### config.mk
export PLATFORM = sky130hd
export DESIGN_NAME = seq_pattern_gen
export DESIGN_NICKNAME = d
export VERILOG_FILES = /design/src/rtl/seq_pkg.sv /design/src/rtl/seq_down_counter.sv /design/src/rtl/seq_pattern_gen.sv
export SDC_FILE = /design/constraint.sdc
export NUM_CORES = 1
export LEC_CHECK = 0
export ABC_AREA = 1
export CAP_MARGIN = 20
export CORE_MARGIN = 2
export CORE_UTILIZATION = 55
export CTS_CLUSTER_SIZE = 8
export DETAILED_ROUTE_END_ITERATION = 6
export PLACE_DENSITY_LB_ADDON = 0.08
export SLEW_MARGIN = 20
export SYNTH_ARGS = -nofsm -noshare
export SYNTH_HDL_FRONTEND = slang
export SYNTH_HIERARCHICAL = 1
export SYNTH_SLANG_ARGS = --single-unit
export TNS_END_PERCENT = 30
### constraint.sdc
create_clock -name clk -period 4.06 [get_ports clk]
set_clock_uncertainty 0.1 [all_clocks]
set_input_delay 0.609 -clock clk [delete_from_list [all_inputs] [get_ports clk]]
set_output_delay 0.609 -clock clk [all_outputs]
set_load 0.05 [all_outputs]
### src/rtl/seq_pkg.sv
// Shared definitions for the 1011101 pattern generator / detector link.
// Latency: n/a (types and constants only).
// Backpressure: n/a.
package seq_pkg;

   // FSM encoding of the pattern generator
   typedef enum logic [1:0] {
      ST_IDLE = 2'd0,
      ST_SEND = 2'd1,
      ST_GAP  = 2'd2,
      ST_DONE = 2'd3
   } seq_state_t;

   // Default pattern, also used by the detector and its bench
   localparam int         SEQ_PAT_W           = 7;
   localparam logic [6:0] SEQ_PATTERN_1011101 = 7'b1011101;

   // Index counter width: covers bit index (PAT_W<=16) and gap count (GAP<=15)
   localparam int         SEQ_IDX_W           = 4;

endpackage

### src/rtl/seq_down_counter.sv
// Loadable down-counter with zero flag; saturates at zero.
// Latency: count updates on the clock edge after load/dec.
// Backpressure: none; load has priority over dec.
module seq_down_counter #(
   parameter int W = 4
) (
   input  logic         clk,
   input  logic         rst_n,
   input  logic         load,
   input  logic [W-1:0] load_val,
   input  logic         dec,
   output logic [W-1:0] count,
   output logic         zero
);

   // Load wins; decrement only while nonzero so the count never wraps
   always_ff @(posedge clk) begin
      if (!rst_n) begin
         count <= '0;
      end else if (load) begin
         count <= load_val;
      end else if (dec && (count != '0)) begin
         count <= count - W'(1);
      end
   end

   assign zero = (count == '0);

endmodule

### src/rtl/seq_pattern_gen.sv
// Serial PAT_W-bit pattern transmitter, MSB first, repeated frames with optional idle gaps.
// Latency: first bit on sout the cycle after start is accepted; done one cycle after last bit.
// Backpressure: none downstream; start is accepted only while ready=1. Optional SEQGEN_LOAD_EN adds pattern load.
module seq_pattern_gen
   import seq_pkg::*;
#(
   parameter int               PAT_W   = SEQ_PAT_W,
   parameter logic [PAT_W-1:0] PATTERN = SEQ_PATTERN_1011101,
   parameter int               GAP     = 0,
   parameter int               RPT_W   = 4
) (
   input  logic             clk,
   input  logic             rst_n,
   input  logic             start,
   input  logic [RPT_W-1:0] repeat_cnt,
`ifdef SEQGEN_LOAD_EN
   input  logic             pat_load,
   input  logic [PAT_W-1:0] pat_in,
`endif
   output logic             ready,
   output logic             sout,
   output logic             sout_valid,
   output logic             frame_last,
   output logic             done
);

   localparam int                   IDX_W    = SEQ_IDX_W;
   localparam logic [IDX_W-1:0]     LAST_IDX = IDX_W'(PAT_W - 1);
   localparam logic [IDX_W-1:0]     GAP_LD   = IDX_W'((GAP > 0) ? GAP - 1 : 0);

   seq_state_t         state;
   logic [PAT_W-1:0]   pat_eff;
   logic [15:0]        pat_ext;
   logic [IDX_W-1:0]   bit_idx;
   logic [IDX_W-1:0]   nxt_idx;
   logic               bit_zero;
   logic               bit_load;
   logic               bit_dec;
   logic [IDX_W-1:0]   bit_val;
   logic [RPT_W-1:0]   frames_left;
   logic               frm_zero;
   logic               frm_load;
   logic               frm_dec;
   logic               unused_frames_left;

`ifdef SEQGEN_LOAD_EN
   logic [PAT_W-1:0]   pat_q;

   // Pattern register: writable only while idle
   always_ff @(posedge clk) begin
      if (!rst_n) begin
         pat_q <= PATTERN;
      end else if ((state == ST_IDLE) && pat_load) begin
         pat_q <= pat_in;
      end
   end

   // A load coinciding with start must already shape the first bit
   assign pat_eff = ((state == ST_IDLE) && pat_load) ? pat_in : pat_q;
`else
   assign pat_eff = PATTERN;
`endif

   // Zero-extend so a 4-bit index addresses the pattern without width games
   assign pat_ext = 16'(pat_eff);
   assign nxt_idx = bit_idx - IDX_W'(1);

   // Frame count is consumed only through its zero flag; value kept for debug visibility
   assign unused_frames_left = ^frames_left;

   // bit_idx holds the index of the bit currently on sout; in GAP it counts idle cycles
   seq_down_counter #(.W(IDX_W)) u_bit_cnt (
      .clk      (clk),
      .rst_n    (rst_n),
      .load     (bit_load),
      .load_val (bit_val),
      .dec      (bit_dec),
      .count    (bit_idx),
      .zero     (bit_zero)
   );

   // Remaining extra frames, captured at accept
   seq_down_counter #(.W(RPT_W)) u_frm_cnt (
      .clk      (clk),
      .rst_n    (rst_n),
      .load     (frm_load),
      .load_val (repeat_cnt),
      .dec      (frm_dec),
      .count    (frames_left),
      .zero     (frm_zero)
   );

   // Counter control derived from the current state
   always_comb begin
      bit_load = 1'b0;
      bit_val  = LAST_IDX;
      bit_dec  = 1'b0;
      frm_load = 1'b0;
      frm_dec  = 1'b0;
      case (state)
         ST_IDLE: begin
            if (start) begin
               bit_load = 1'b1;
               frm_load = 1'b1;
            end
         end
         ST_SEND: begin
            if (bit_zero) begin
               if (!frm_zero) begin
                  frm_dec  = 1'b1;
                  bit_load = 1'b1;
                  if (GAP > 0) begin
                     bit_val = GAP_LD;
                  end
               end
            end else begin
               bit_dec = 1'b1;
            end
         end
         ST_GAP: begin
            if (bit_zero) begin
               bit_load = 1'b1;
            end else begin
               bit_dec = 1'b1;
            end
         end
         default: ;
      endcase
   end

   // FSM with registered outputs computed for the state being entered
   always_ff @(posedge clk) begin
      if (!rst_n) begin
         state      <= ST_IDLE;
         ready      <= 1'b1;
         sout       <= 1'b0;
         sout_valid <= 1'b0;
         frame_last <= 1'b0;
         done       <= 1'b0;
      end else begin
         ready      <= 1'b0;
         sout       <= 1'b0;
         sout_valid <= 1'b0;
         frame_last <= 1'b0;
         done       <= 1'b0;
         case (state)
            ST_IDLE: begin
               if (start) begin
                  state      <= ST_SEND;
                  sout       <= pat_ext[LAST_IDX];
                  sout_valid <= 1'b1;
               end else begin
                  ready <= 1'b1;
               end
            end
            ST_SEND: begin
               if (!bit_zero) begin
                  sout       <= pat_ext[nxt_idx];
                  sout_valid <= 1'b1;
                  frame_last <= (bit_idx == IDX_W'(1));
               end else if (frm_zero) begin
                  state <= ST_DONE;
                  done  <= 1'b1;
               end else if (GAP > 0) begin
                  state <= ST_GAP;
               end else begin
                  sout       <= pat_ext[LAST_IDX];
                  sout_valid <= 1'b1;
               end
            end
            ST_GAP: begin
               if (bit_zero) begin
                  state      <= ST_SEND;
                  sout       <= pat_ext[LAST_IDX];
                  sout_valid <= 1'b1;
               end
            end
            default: begin
               state <= ST_IDLE;
               ready <= 1'b1;
            end
         endcase
      end
   end

endmodule

After elaboration in Yosys (flattened, before gate mapping)
Memory sizes are Yosys's and may differ from the RTL's.
Index checks and enable logic that the tools add are counted.
{ "word_totals": {"inputBits": 7, "wordCells": 62, "romBits": 16, "memories": 1, "ff_bits": 15} }
{ "memory_table": {"columns": ["memory", "depth", "width", "rd", "rd_ports_with_merged_regs", "wr", "line", "rtl"], "rows": [
  ["(no name shown)", 16, 1, 1, 0, 0, "seq_pattern_gen.sv:158", "sout <= pat_ext[nxt_idx];"]
]} }
{ "op_classes": {"reduce_logical": 14, "eq_ne": 7, "magnitude_cmp": 1, "n_addsub": 2, "bitwise": 2, "n_mux": 26} }
{ "ops": {"columns": ["operator", "n"], "rows": [
  ["2-to-1 mux 1 bit", 13],
  ["one-hot mux 1 bit (3 select lines)", 3],
  ["logical NOT 4 bit", 2],
  ["2-to-1 mux 2 bit", 4],
  ["2-to-1 mux 4 bit", 2],
  ["inequality test 2 bit (second input constant)", 4],
  ["nonzero test 4 bit", 2],
  ["subtractor 4 x 1 -> 4 bit (second input constant)", 2],
  ["2-to-1 mux 3 bit", 2],
  ["one-hot mux 2 bit (3 select lines)", 1],
  ["less-than comparator 4 x 5 -> 1 bit (second input constant)", 1],
  ["== test 4 x 1 -> 1 bit (second input constant)", 1],
  ["AND reduction 4 bit", 1],
  ["nonzero test 2 bit", 2],
  ["OR reduction 2 bit", 2],
  ["AND reduction 3 bit", 1],
  ["OR reduction 3 bit", 1],
  ["== test 2 x 1 -> 1 bit (second input constant)", 1],
  ["== test 2 bit (second input constant)", 1],
  ["logical AND 1 bit", 2],
  ["logical NOT 2 bit", 1],
  ["inverter 1 bit", 2],
  ["one-hot mux 1 bit (2 select lines)", 1]
]} }

Depth between registers and ports, before layout
{ "logic_depth": {"depth_word": 7, "depth_mapped": 13, "ltp_nobuf": 13} }

Hierarchy
The synthesis kept the hierarchy.
{ "by_module_without_submodules": {"columns": ["module", "instances", "area_per_inst_um2", "cells_per_inst", "seq_area_each_um2"], "rows": [
  ["seq_down_counter", 2, 274.0, 41, 80.1],
  ["seq_pattern_gen", 1, 406.6, 57, 140.1]
]} }

Least setup slack after synthesis
No wires, ideal clock.
{ "synth_path": {"path_kind": "flip-flop to flip-flop", "from": "reg u_bit_cnt.count[0]", "to": "reg u_bit_cnt.count[3]", "path_stages_with_launch": 11, "t_required_ns": 3.845, "setup_slack_ns": 2.251, "setup_time_ns": 0.115, "arrival_time_ns": 1.594, "path_cell_list": "dfxtp_1 inv_1 ha_1 nand3_2 inv_1 nand2_1 a31oi_1 inv_2 or2_0 nand3_1 a21oi_2"} }
{ "synth_between": {"elab_chain_cells": 4} }
{ "synth_rtl": {"columns": ["element", "line", "rtl"], "rows": [
  ["from (decl)", "seq_down_counter.sv:12", "output logic [W-1:0] count,"],
  ["from (signal assigned)", "seq_down_counter.sv:21", "count <= load_val;"],
  ["from (signal assigned)", "seq_down_counter.sv:23", "count <= count - W'(1);"],
  ["logical NOT 4 bit (*)", "seq_down_counter.sv:27", "assign zero = (count == '0);"],
  ["via bit_zero", "seq_pattern_gen.sv:36", "logic bit_zero;"],
  ["2-to-1 mux 1 bit (on tied branches)", "seq_pattern_gen.sv:121, seq_pattern_gen.sv:108", null],
  ["one-hot mux 1 bit (3 select lines) (*)", "seq_pattern_gen.sv:100", "case (state)"],
  ["via bit_load", "seq_pattern_gen.sv:37", "logic bit_load;"],
  ["OR reduction 2 bit (no source line) (*)", null, null]
]} }
Mark *: on every way through the listed nets, which the timed path passes. The rest lies on a longest branch.
A chain may end at the register's enable or synchronous reset.

Worst setup path in the final report
{ "layout_path": {"from": "reg ready", "to": "out ready"} }
{ "layout_lines": {"columns": ["element", "line", "rtl"], "rows": [
  ["from (decl)", "seq_pattern_gen.sv:20", "output logic ready,"],
  ["from (signal assigned)", "seq_pattern_gen.sv:135", "ready <= 1'b1;"],
  ["from (signal assigned)", "seq_pattern_gen.sv:141", "ready <= 1'b0;"],
  ["from (signal assigned)", "seq_pattern_gen.sv:153", "ready <= 1'b1;"]
]} }
No word-level cell between the ends.

==> impl_results.md <==
* DRT iter0 DRCs at 26
* Crit path DAT at 1.40 ns
* Die Y-Extent at 45.66 um
* Fin. Hold Viols at 0
* Yosys reg bits at 15
* Initial antenna violation count at 0
* Initial core utilization at 0.5715
* Core box area at 1670 um2
* Hold path depth at 2
* Commonest non-fill, non-tap cell in the layout: nand2_1
* Htree depth at 1
* Netlist cell types at 22
* I/O Buffers at 11
* Critical-path top delay cell: clkdlybuf4s50_1
* GRT Total Usage at 0.1958
* Clock Sinks at 15
* Crit. End Element: output port
* Clk_lat worst skew at 0.28 ns
* Lkg Pwr at 0.0005705 uW
* Root Driver: clkbuf_4
* DPL Wire Length at 1359 um
* Cell Chain, Critical Path: clkdlybuf4s50_1
* R2r worst-path depth at 10
* Worst path depth at 1
* Slew @ Worst Pin at 0.4961 ns
* Bufs on Longest Clock Path at 2
* Overflow left after global routing at 0
* Die ar. at 2085 um2
* Vias at 862
* Mean area per synthesized cell at 6.868 um2
* Dpl ws at 1.830 ns
* CTS clk-pin slew, worst paths at 0.09 ns
* Setup_tns at 0 ns
* Hold bufs inserted after CTS at 0
* Count of final setup violators at 0
* Via/cell ratio at 4.983
* Share of cells above drive strength 1 at 0.1474
* Worst path bufs/invs at 1
* I/O Pins at 12
* Ys Warns at 6
* Global-route wire length before repair at 2891 um
* Residual DRC count at 0
* Final WS setup at 1.949 ns
* Cell area after synthesis at 954.7 um2
* Fmax at 473.6 MHz
* PwrDens at 879.9 nW/um2
* Routed wire length at 1737 um
* DRT antenna net count at 0
* Post-CTS Setup Repair Bufs at 0
* Worst hold path type: flop to flop
* Ratio of final minimum period to clock period at 0.5201
* Outcome: completed
* Total CTS buffers at 3
* Max-slew violations at 0
* Die width at 45.66 um
* Synth Instances at 139
* WL/cell at 10.04 um
* Net count reported at finish at 170
* Worst vdd ir at 0.5881 mV
* Fin Hold WS at 0.4096 ns
* Largest net degree at the start of global routing at 14
* Vias in the first global route at 713
* Slew HR at 0.6683
* RePlAce Congestion at 0.8128
* TritonCTS clock tree: done
* Final Non-Filler Cells at 173
* Layout area overhead at 17.43%
* Rows at 15
* Crit start category: flop
* Worst EP required at 3.35 ns
* Diode count at 0
* Setup Crit Path Kind: flop to output port
* Sequential area share after synthesis at 0.3145
* Worst path max stage delay at 0.80 ns
* Critical path's top delay family: buffers and inverters
* Crit path time final at 2.111 ns
* Commonest non-fill, non-tap cells in the layout: 25 x nand2_1, 23 x inv_1, 18 x nor2_1, 15 x dfxtp_1
* Dpl cells at 169
* Fill cells at 149
* DR pass1 iterations at 4
* CTS resizes at 0
* RSZ-0062 raised after global routing: no
* Max-cap violations at 0
* Critical path peak fanout at 1
-- final timing paths --
check	from	to	slack [ns]
max	ready$_SDFF_PN1_	ready	1.95
min reg2reg	u_frm_cnt/count[3]$_SDFFE_PN0P_	u_frm_cnt/count[3]$_SDFFE_PN0P_	0.41
max reg2reg	u_bit_cnt/count[0]$_SDFFE_PN0P_	u_bit_cnt/count[3]$_SDFFE_PN0P_	1.99
min	u_frm_cnt/count[3]$_SDFFE_PN0P_	u_frm_cnt/count[3]$_SDFFE_PN0P_	0.41
-- synthesized netlist by cell type --
cell       n  area share
inv_1     23       0.090
or2_0      2       0.013
nand2_2    3       0.020
nand3_1   11       0.058
ha_1       6       0.079
dfxtp_1   15        0.31
nand3_2    3       0.031
a31oi_1    1      0.0066
clkinv_2   2       0.010
conb_1     2      0.0079
nor3_1     1      0.0052
nand2_4    4       0.047
nand2_1   25       0.098
xor2_1     2       0.018
nand4_1    1      0.0066
a21oi_2    2       0.018
o21ai_0    7       0.037
inv_2      4       0.016
bufinv_8   1       0.018
nor2_1    18       0.071
a21oi_1    4       0.021
o22ai_1    2       0.013
-- report_power, final --
| part | internal (uW) | leakage, uW | switching (uW) |
|---|---|---|---|
| logic | 246 | 0.000429 | 408 |
| registers | 207 | 0.000124 | 41.3 |
| clock network | 36.6 | 0.0000177 | 47.7 |
| total | 490 | 0.000570 | 497 |
-- stage by stage --
| step | utilization | power (uW) | cell area, um2 |
|---|---|---|---|
| 6_report | 0.6712 | 986.4 | 1121 |
| 5_1_grt | 0.6712 | 1093 | 1121 |
| 4_1_cts | 0.6712 | 990.3 | 1121 |
| 3_5_place_dp | 0.6547 | 903.6 | 1094 |
| 3_3_place_gp | 0.6547 | 883.7 | 1094 |
| 2_1_floorplan | - | 776.6 | 962.2 |
-- metal layers --
layer / track usage / vias to the layer above / share of wire / routed length [um]
met1: 0.2512 / 377 / 0.47 / 815
met2: 0.3070 / 24 / 0.46 / 796
met4: 0.1059 / 0 / 0.019 / 33
met5: 0 / - / 0 / 0
met3: 0.03571 / 4 / 0.053 / 92
li1: - / 457 / - / -
-- cell families after synthesis --
family	synth area share
fa+ha+maj	0.07863
xor+xnor	0.01835
other cells	0.007867
flops	0.3145
compound gates	0.09568
buf+inv	0.1350
simple gates	0.3499
-- layout make-up --
cell class	instances	area (um2)	area share
Sequential cell	15	300.3	0.2679
Multi-Input combinational cell	96	533.0	0.4754
Inverter	30	128.9	0.1150
Tap cell	17	21.27	0.01897
Timing Repair Buffer	11	110.1	0.09821
Clock inverter	1	5.005	0.004464
Clock buffer	3	22.52	0.02009
-- flip-flops by register name, summed over array words and instances (netlist names) --
signal	cells
u_bit_cnt/count	4
u_frm_cnt/count	4
state	2
done	1
frame_last	1
ready	1
sout	1
sout_valid	1
Note: power is estimated with default switching activity, not from simulation.
